<file path="config.mk">
export PLATFORM = sky130hd
export DESIGN_NAME = load_scoreboard_hazard_unit
export DESIGN_NICKNAME = d
export VERILOG_FILES = /design/src/rtl/load_scoreboard_hazard_unit.sv
export SDC_FILE = /design/constraint.sdc
export NUM_CORES = 1
export LEC_CHECK = 0
export ABC_AREA = 1
export CAP_MARGIN = 20
export CORE_MARGIN = 2
export CORE_UTILIZATION = 55
export DETAILED_ROUTE_END_ITERATION = 6
export GPL_TIMING_DRIVEN = 0
export PLACE_DENSITY_LB_ADDON = 0.25
export SKIP_CTS_REPAIR_TIMING = 1
export SLEW_MARGIN = 20
export SYNTH_ARGS = -nofsm -noshare
export SYNTH_HDL_FRONTEND = slang
export SYNTH_SLANG_ARGS = --single-unit
export TNS_END_PERCENT = 10
</file>
<file path="constraint.sdc">
create_clock -name clk -period 4.9 [get_ports clk]
set_clock_uncertainty 0.2 [all_clocks]
set_input_delay 0.98 -clock clk [delete_from_list [all_inputs] [get_ports clk]]
set_output_delay 0.98 -clock clk [all_outputs]
set_load 0.01 [all_outputs]
</file>
<file path="src/rtl/load_scoreboard_hazard_unit.sv">
// Purpose : per-register load scoreboard; stalls the front end on load-use and load-capacity hazards.
// Latency : lockers/bubble are combinational this cycle; scoreboard and counter update on the next clk edge.
// Backpres: holds PC, IF/ID and DEC (lockers = 0) and bubbles DEC_ALU while a hazard persists; DEC_ALU never stalls.
//
// Ports:
//   clk, rst              - clock, synchronous active-high reset
//   id_*                  - decoder instruction: valid, is_load, sources rs1/rs2 with read enables
//   ex_valid/ex_is_load/ex_rd - DEC_ALU instruction issuing this cycle (a load issue marks ex_rd pending)
//   mem_resp_valid/_rd    - returning load response (clears pending, decrements outstanding)
//   flush                 - branch redirect; drops the decoder instruction and therefore its stall
//   pc_locker/if_id_locker/dec_locker - 1 = advance, 0 = hold
//   ex_bubble             - insert NOP into DEC_ALU next cycle
//   outstanding           - number of loads in flight
//
// Optional feature macro: HAZARD_RESP_BYPASS_EN
//   defined   : a response in the current cycle resolves the source hazard immediately
//               (the write-back value is forwarded to the dependent instruction).
//   undefined : the dependent instruction advances one cycle after the response.
//   The capacity hazard never uses a same-cycle response in either mode.

module load_scoreboard_hazard_unit #(
    parameter int REG_ADDR_W      = 5,
    parameter int MAX_OUTSTANDING = 4,
    parameter int CNT_W           = 4
) (
    input  logic                  clk,
    input  logic                  rst,
    input  logic                  id_valid,
    input  logic                  id_is_load,
    input  logic [REG_ADDR_W-1:0] id_rs1,
    input  logic [REG_ADDR_W-1:0] id_rs2,
    input  logic                  id_rs1_en,
    input  logic                  id_rs2_en,
    input  logic                  ex_valid,
    input  logic                  ex_is_load,
    input  logic [REG_ADDR_W-1:0] ex_rd,
    input  logic                  mem_resp_valid,
    input  logic [REG_ADDR_W-1:0] mem_resp_rd,
    input  logic                  flush,
    output logic                  pc_locker,
    output logic                  if_id_locker,
    output logic                  dec_locker,
    output logic                  ex_bubble,
    output logic [CNT_W-1:0]      outstanding
);

    localparam int NREGS = 1 << REG_ADDR_W;
    localparam logic [CNT_W:0]   MAX_C   = (CNT_W+1)'(MAX_OUTSTANDING);
    localparam logic [CNT_W-1:0] CNT_TOP = '1;

    logic [NREGS-1:0] pending_q, pending_d;
    logic [CNT_W-1:0] outstanding_q, outstanding_d;

    logic             ld_iss;
    logic [NREGS-1:0] pending_eff;
    logic [CNT_W:0]   cnt_with_issue;
    logic             hz_rs1, hz_rs2, hz_cap, stall;

    always_comb begin
        ld_iss         = ex_valid & ex_is_load;
        pending_d      = pending_q;
        outstanding_d  = outstanding_q;
        pending_eff    = pending_q;
        cnt_with_issue = '0;
        hz_rs1         = 1'b0;
        hz_rs2         = 1'b0;
        hz_cap         = 1'b0;
        stall          = 1'b0;

        // Clear first, then set, so an issue and a response to the same
        // register in one cycle leaves the register pending.
        if (mem_resp_valid) begin
            pending_d[mem_resp_rd] = 1'b0;
        end
        if (ld_iss && (ex_rd != '0)) begin
            pending_d[ex_rd] = 1'b1;
        end

        // Issue and response together cancel out. A lone response
        // saturates at zero so stray/late responses cannot underflow.
        // The increment also saturates as a guard, though the capacity
        // hazard keeps the count at or below MAX_OUTSTANDING in practice.
        if (ld_iss && !mem_resp_valid) begin
            if (outstanding_q != CNT_TOP) begin
                outstanding_d = outstanding_q + CNT_W'(1);
            end
        end else if (!ld_iss && mem_resp_valid) begin
            if (outstanding_q != '0) begin
                outstanding_d = outstanding_q - CNT_W'(1);
            end
        end

`ifdef HAZARD_RESP_BYPASS_EN
        if (mem_resp_valid) begin
            pending_eff[mem_resp_rd] = 1'b0;
        end
`endif

        // A load issuing this cycle is not in the scoreboard yet, so it is
        // matched directly against ex_rd. x0 never hazards.
        hz_rs1 = id_rs1_en && (id_rs1 != '0) &&
                 (pending_eff[id_rs1] || (ld_iss && (ex_rd == id_rs1)));
        hz_rs2 = id_rs2_en && (id_rs2 != '0) &&
                 (pending_eff[id_rs2] || (ld_iss && (ex_rd == id_rs2)));

        // Capacity looks at the registered count plus this cycle's issue;
        // a same-cycle response is deliberately not credited.
        cnt_with_issue = {1'b0, outstanding_q} + {{CNT_W{1'b0}}, ld_iss};
        hz_cap         = id_is_load && (cnt_with_issue >= MAX_C);

        stall = id_valid && !flush && !rst && (hz_rs1 || hz_rs2 || hz_cap);
    end

    always_ff @(posedge clk) begin
        if (rst) begin
            pending_q     <= '0;
            outstanding_q <= '0;
        end else begin
            pending_q     <= pending_d;
            outstanding_q <= outstanding_d;
        end
    end

    assign pc_locker    = ~stall;
    assign if_id_locker = ~stall;
    assign dec_locker   = ~stall;
    assign ex_bubble    = stall;
    assign outstanding  = outstanding_q;

endmodule
</file>
# Word level (Yosys, flattened, before mapping)
# Index checks and enable logic that the tools add are counted.
[totals] rom_bits=0 ramBits=0 latchBits=0 word_cells=65 register_bits=36 out_inout_bits=8 mem_count=0 in_bits=30
[classes] n_div=0 n_addsub=3 shifts=0 n_bitwise=5 order_cmp=7 multipliers=0 eq_ne=4 mux=14 n_reduce_logical=30
[ops] op="two-way mux 32 bit" count=2
[ops] op="bitwise AND 32 bit" count=1
[ops] op="NOT 32 bit" count=1
[ops] op="OR 32 bit" count=1
[ops] op="less-than comparator 5 x 6 -> 1 bit, second input constant" count=4
[ops] op="two-way mux 4 bit" count=4
[ops] op="logical AND 1 bit" count=15
[ops] op="nonzero test 5 bit" count=3
[ops] op="binary-select mux 1 bit (select 5 bit)" count=2
[ops] op="demux 1 bit (select 5 bit)" count=2
[ops] op="== test 5 bit" count=2
[ops] op="greater-or-equal comparator 5 x 1 -> 1 bit, second input constant" count=2
[ops] op="adder 4 x 1 -> 5 bit" count=1
[ops] op="greater-or-equal comparator 5 x 3 -> 1 bit, second input constant" count=1
[ops] op="adder 4 x 1 -> 4 bit, second input constant" count=1
[ops] op="logical NOT 1 bit" count=4
[ops] op="logical OR 1 bit" count=4
[ops] op="two-way mux 1 bit" count=4
[ops] op="inequality test 4 bit, second input constant" count=1
[ops] op="nonzero test 2 bit" count=2
[ops] op="nonzero test 4 bit" count=1
[ops] op="subtractor 4 x 1 -> 4 bit, second input constant" count=1
[ops] op="AND reduction 3 bit" count=1
[ops] op="inequality test 2 x 1 -> 1 bit, second input constant" count=1
[ops] op="other kinds (2)" count=2

# Longest topological paths before layout
[depth] depth_word=9 ltp_mapped=15 ltp_nobuf=14

# Worst setup path after synthesis
# OpenSTA, ideal clock, no wires.
[synth_timing] kind="input port to output port" from="input ex_valid" to="output if_id_locker" path_buffers=1 setup_slack_ns=1.482 path_stages=10 arrival_time_ns=2.238 required_time_ns=3.720 cell_sequence="nand2_1 -> inv_1 -> ha_1 -> ha_1 -> o21ai_0 -> nand2_1 -> nand2_1 -> nand3_1 -> nand2_1 -> buf_4"
[synth_via] elab_chain_cells=8 elab_cells_between_ends=14 cone_classes="1 x add/sub; 1 x order compare; 2 x bitwise; 10 x reduce/logical"
[synth_lines] element="start, declared" line="34" rtl="input logic ex_valid,"
[synth_lines] element="bitwise AND 1 bit *" line="60" rtl="ld_iss = ex_valid & ex_is_load;"
[synth_lines] element="branches (longest 4 deep; another with adder 4 x 1 -> 5 bit)"
[synth_lines] element="logical OR 1 bit *" line="111" rtl="stall = id_valid && !flush && !rst && (hz_rs1 || hz_rs2 || hz_cap);"
[synth_lines] element="logical AND 1 bit *" line="111"
[synth_lines] element="NOT 1 bit *"
[synth_lines] element="end, declared" line="41" rtl="output logic if_id_locker,"
# Mark *: on every way between the ends.

# Worst setup path after layout
[layout_timing] from="input ex_valid" to="output if_id_locker"
[layout_via] elab_chain_cells=8 elab_cells_between_ends=14 cone_classes="1 x add/sub; 1 x order compare; 2 x bitwise; 10 x reduce/logical"
[layout_lines] element="bitwise AND 1 bit *" line="60"
[layout_lines] element="branches (longest 4 deep; another with adder 4 x 1 -> 5 bit)"
[layout_lines] element="logical OR 1 bit *" line="111"
[layout_lines] element="logical AND 1 bit *" line="111"
[layout_lines] element="NOT 1 bit *" line="125" rtl="assign if_id_locker = ~stall;"
# Marks and branches as above.

==> impl_metrics.csv <==
group,metric,value,unit
run_status,status,"finished, final reports clean",
floorplanning,initial_core_util,58.13,%
power_and_ir_drop,clkPwrFrac,32.0,%
worst_setup_path,r2r_end,"outstanding[3]$_SDFFE_PP0P_",
timing,tightest_slew,0.9559,ns
worst_setup_path,critical_path_class,"input pin to output pin",
route,drt_iter0_drc,369,
power_and_ir_drop,power_density,265.6,mW/mm²
layout,fin_util,69.61,%
clocking,insertion_delay,0.29,ns
timing,whs,0.2747,ns
global_route,grt_pass1_vias,2832,
layout,final_layout_size_suffix_gt1_share,6.838,%
logic_synthesis,avgSynthCellArea,6.010,µm²
timing,setup_viol,0,
worst_hold_path,min_path_type,"flop to flop",
route,vias_per_cell,5.787,
power_and_ir_drop,peakVddDrop,0.2155,mV
layout,fillCellCount,394,
clocking,tritoncts,"done",
power_and_ir_drop,p_seq_share,40.0,%
worst_setup_path,crit_buf_inv,4,
clocking,cts_sinks,36,
worst_hold_path,min_from,"pending_eff[14]$_SDFF_PP0_",
floorplanning,fp.dieW,72.31,µm
timing,max_clock_freq,221.7,MHz
route,wl_per_cell,14.64,µm
logic_synthesis,synth_cell_types,26,
logic_synthesis,synth_nets,463,
layout,synthToLayoutAreaGrowth,19.75,%
route,routed_wl,7614,µm
worst_setup_path,arrival,3.33,ns
floorplanning,io_pins,38,
timing,finalSetupTns,0,ns
power_and_ir_drop,p_int,0.5579,mW
route,vias,3009,
clocking,clk_transition_reported_paths,0.07,ns
worst_setup_path,start_kind,"input pin",
logic_synthesis,syn_inst,427,
global_route,overflow,0,
layout,final_cell_mix,"nand2_1 (119), nand3_1 (61), inv_1 (52)",
flow_run,cap_violations,0,
logic_synthesis,yosysWarningCount,0,
floorplanning,coreArea,0.004414,mm²
power_and_ir_drop,p_sw_share,31.65,%
clocking,cts_root_buffer,"clkbuf_8",
worst_hold_path,hold_depth,2,
logic_synthesis,synth_top_area_share,28.08,%
worst_setup_path,r2r_cells,8,
global_route,grt_max_degree,13,
logic_synthesis,syn-cell-area,0.002566,mm²
timing,max-slew-margin-rel,35.79,%
floorplanning,fp-row-count,24,
worst_setup_path,cp_slowest_stage_delay,0.54,ns
route,ant_nets,0,
worst_setup_path,endpoint_kind,"output pin",
placed_design,port_buffers,33,
timing,rsz0062_at_grt,"false",
logic_synthesis,synthTopCellsByArea,"dfxtp_1 (28%), nand2_1 (17%), nand3_1 (12%), a21oi_1 (8.0%), inv_1 (7.6%)",
worst_setup_path,worstPathMaxFanout,7,
global_route,grt_usage,31.31,%
layout,diodes,0,
floorplanning,dieHeight,72.31,µm
logic_synthesis,ys_seq_elements,36,
global_route,grt_pass1_wl,12880,µm
timing,hold_viol_final,0,
logic_synthesis,yosysSeqAreaShare,28.08,%
timing,finalWorstPathRequiredPeriod,4.511,ns
worst_setup_path,worstPathCellList,"clkdlybuf4s50_1 -> nand2_1 -> inv_1 -> ha_1 -> ha_1 -> o21ai_0 -> nand2_1 -> nand2_1 -> nand3_1 -> nand2_1 -> buf_4 -> clkdlybuf4s50_1",
layout,final_nets,503,
power_and_ir_drop,power_leakage,1.326,nW
placed_design,finalWeightedCongestion,0.8976,
route,drc,0,
power_and_ir_drop,power.switching,0.2583,mW
clocking,cts_buffers,5,
power_and_ir_drop,combPwrFrac,28.0,%
worst_setup_path,rrSetupSlack,3.07,ns
power_and_ir_drop,total_power,0.8162,mW
route,drt-pass1-iter-count,6,
placed_design,place_hpwl,5772,µm
worst_hold_path,whs_endpoint,"pending_eff[14]$_SDFF_PP0_",
worst_setup_path,critPathTopFamily,"buffers and inverters",
timing,final.period_utilization,92.07,%
worst_setup_path,crit_required,3.72,ns
floorplanning,die_area,0.005228,mm²
worst_setup_path,worstReg2RegStart,"outstanding[1]$_SDFFE_PP0P_",
clocking,ctsLongestPathBuffers,2,
timing,report.final.slew_viol_count,0,
worst_setup_path,cpMostUsedCell,"nand2_1",
logic_synthesis,synth_area_leader_cell,"dfxtp_1",
worst_setup_path,slowest_stage,"clkdlybuf4s50_1",
clocking,cts_max_level,2,
layout,final_common_cell,"nand2_1",
placed_design,dpl-instance-area,0.002962,mm²
layout,final_cell_area,0.003073,mm²
global_route,antenna_found_initial,0,
## registers in the layout, summed over array words and instances (netlist names)
signal / count
pending_eff: 32
outstanding: 4
## worst max path at each step
stage	to	start	cells after the start	slack (ns)
after global placement	if_id_locker	ex_valid	12	0.45
final	if_id_locker	ex_valid	12	0.39
after floorplan	if_id_locker	ex_valid	10	1.48
after global routing	if_id_locker	ex_valid	12	0.17
after detailed placement	if_id_locker	ex_valid	12	0.40
after CTS	if_id_locker	ex_valid	12	0.39
## routing by layer
| metal | vias to the layer above | GRT usage [%] | wire length, µm |
|---|---|---|---|
| li1 | 1479 | - | - |
| met5 | - | 0 | 0 |
| met4 | 0 | 12.37 | 160 |
| met2 | 166 | 50.36 | 3471 |
| met3 | 17 | 4.444 | 675 |
| met1 | 1347 | 42.39 | 3307 |
## cells by family (layout without fill, tap and decap cells)
logic type	after synthesis	after routing	share of synthesized area, %
AO/OA/AOI/OAI	90	90	18.33
AND/OR/NAND/NOR	213	213	35.89
flip-flops	36	36	28.08
adder cells (fa/ha/maj)	6	6	3.218
buffers and inverters	78	119	13.12
XOR/XNOR	4	4	1.365
## cells in the mapped netlist (all sizes together)
cell type,number
o21ai,39
nor3b,1
nand4,2
a21oi,41
xor2,2
ha,5
o211ai,5
and3,1
buf,13
nor2,14
xnor2,2
dfxtp,36
clkinv,1
a21o,1
nand3,61
inv,60
fa,1
clkbuf,4
nand2,119
o22ai,4
nor3,15
## worst reg2reg max path, stage by stage, from the launching register on
cell and delay, ns:
dfxtp_1 0.50, ha_1 0.29, a21o_1 0.17, a21oi_1 0.15, nor2_1 0.06, nor2_1 0.10, nand2_1 0.07, o21ai_1 0.13
a21oi_1 0.05
## power groups by stage
stage               clock, mW  sequential (mW)  combinational (mW)
CTS                     0.262            0.326               0.227
finish                  0.261            0.326               0.229
detailed placement          0            0.333               0.226
floorplan                   0            0.333               0.137
global route            0.274            0.330               0.258
global placement            0            0.331               0.220
## metrics by stage
step	instances	setup slack (ns)
global placement	512	0.4480
finish	520	0.3886
floorplan	427	1.482
global route	520	0.1652
CTS	520	0.3881
detailed placement	512	0.4020
## cell type report
class / instances / area [µm²] / share of cell area (%)
multi-input combinational: 313 / 1509 / 49.10
buffer: 17 / 107.6 / 3.502
inverter: 61 / 229.0 / 7.451
clock inverter: 3 / 42.54 / 1.384
sequential: 36 / 720.7 / 23.45
tap: 52 / 65.06 / 2.117
timing repair buffer: 33 / 330.3 / 10.75
clock buffer: 5 / 68.82 / 2.239
Power figures use the tool's default switching activity.
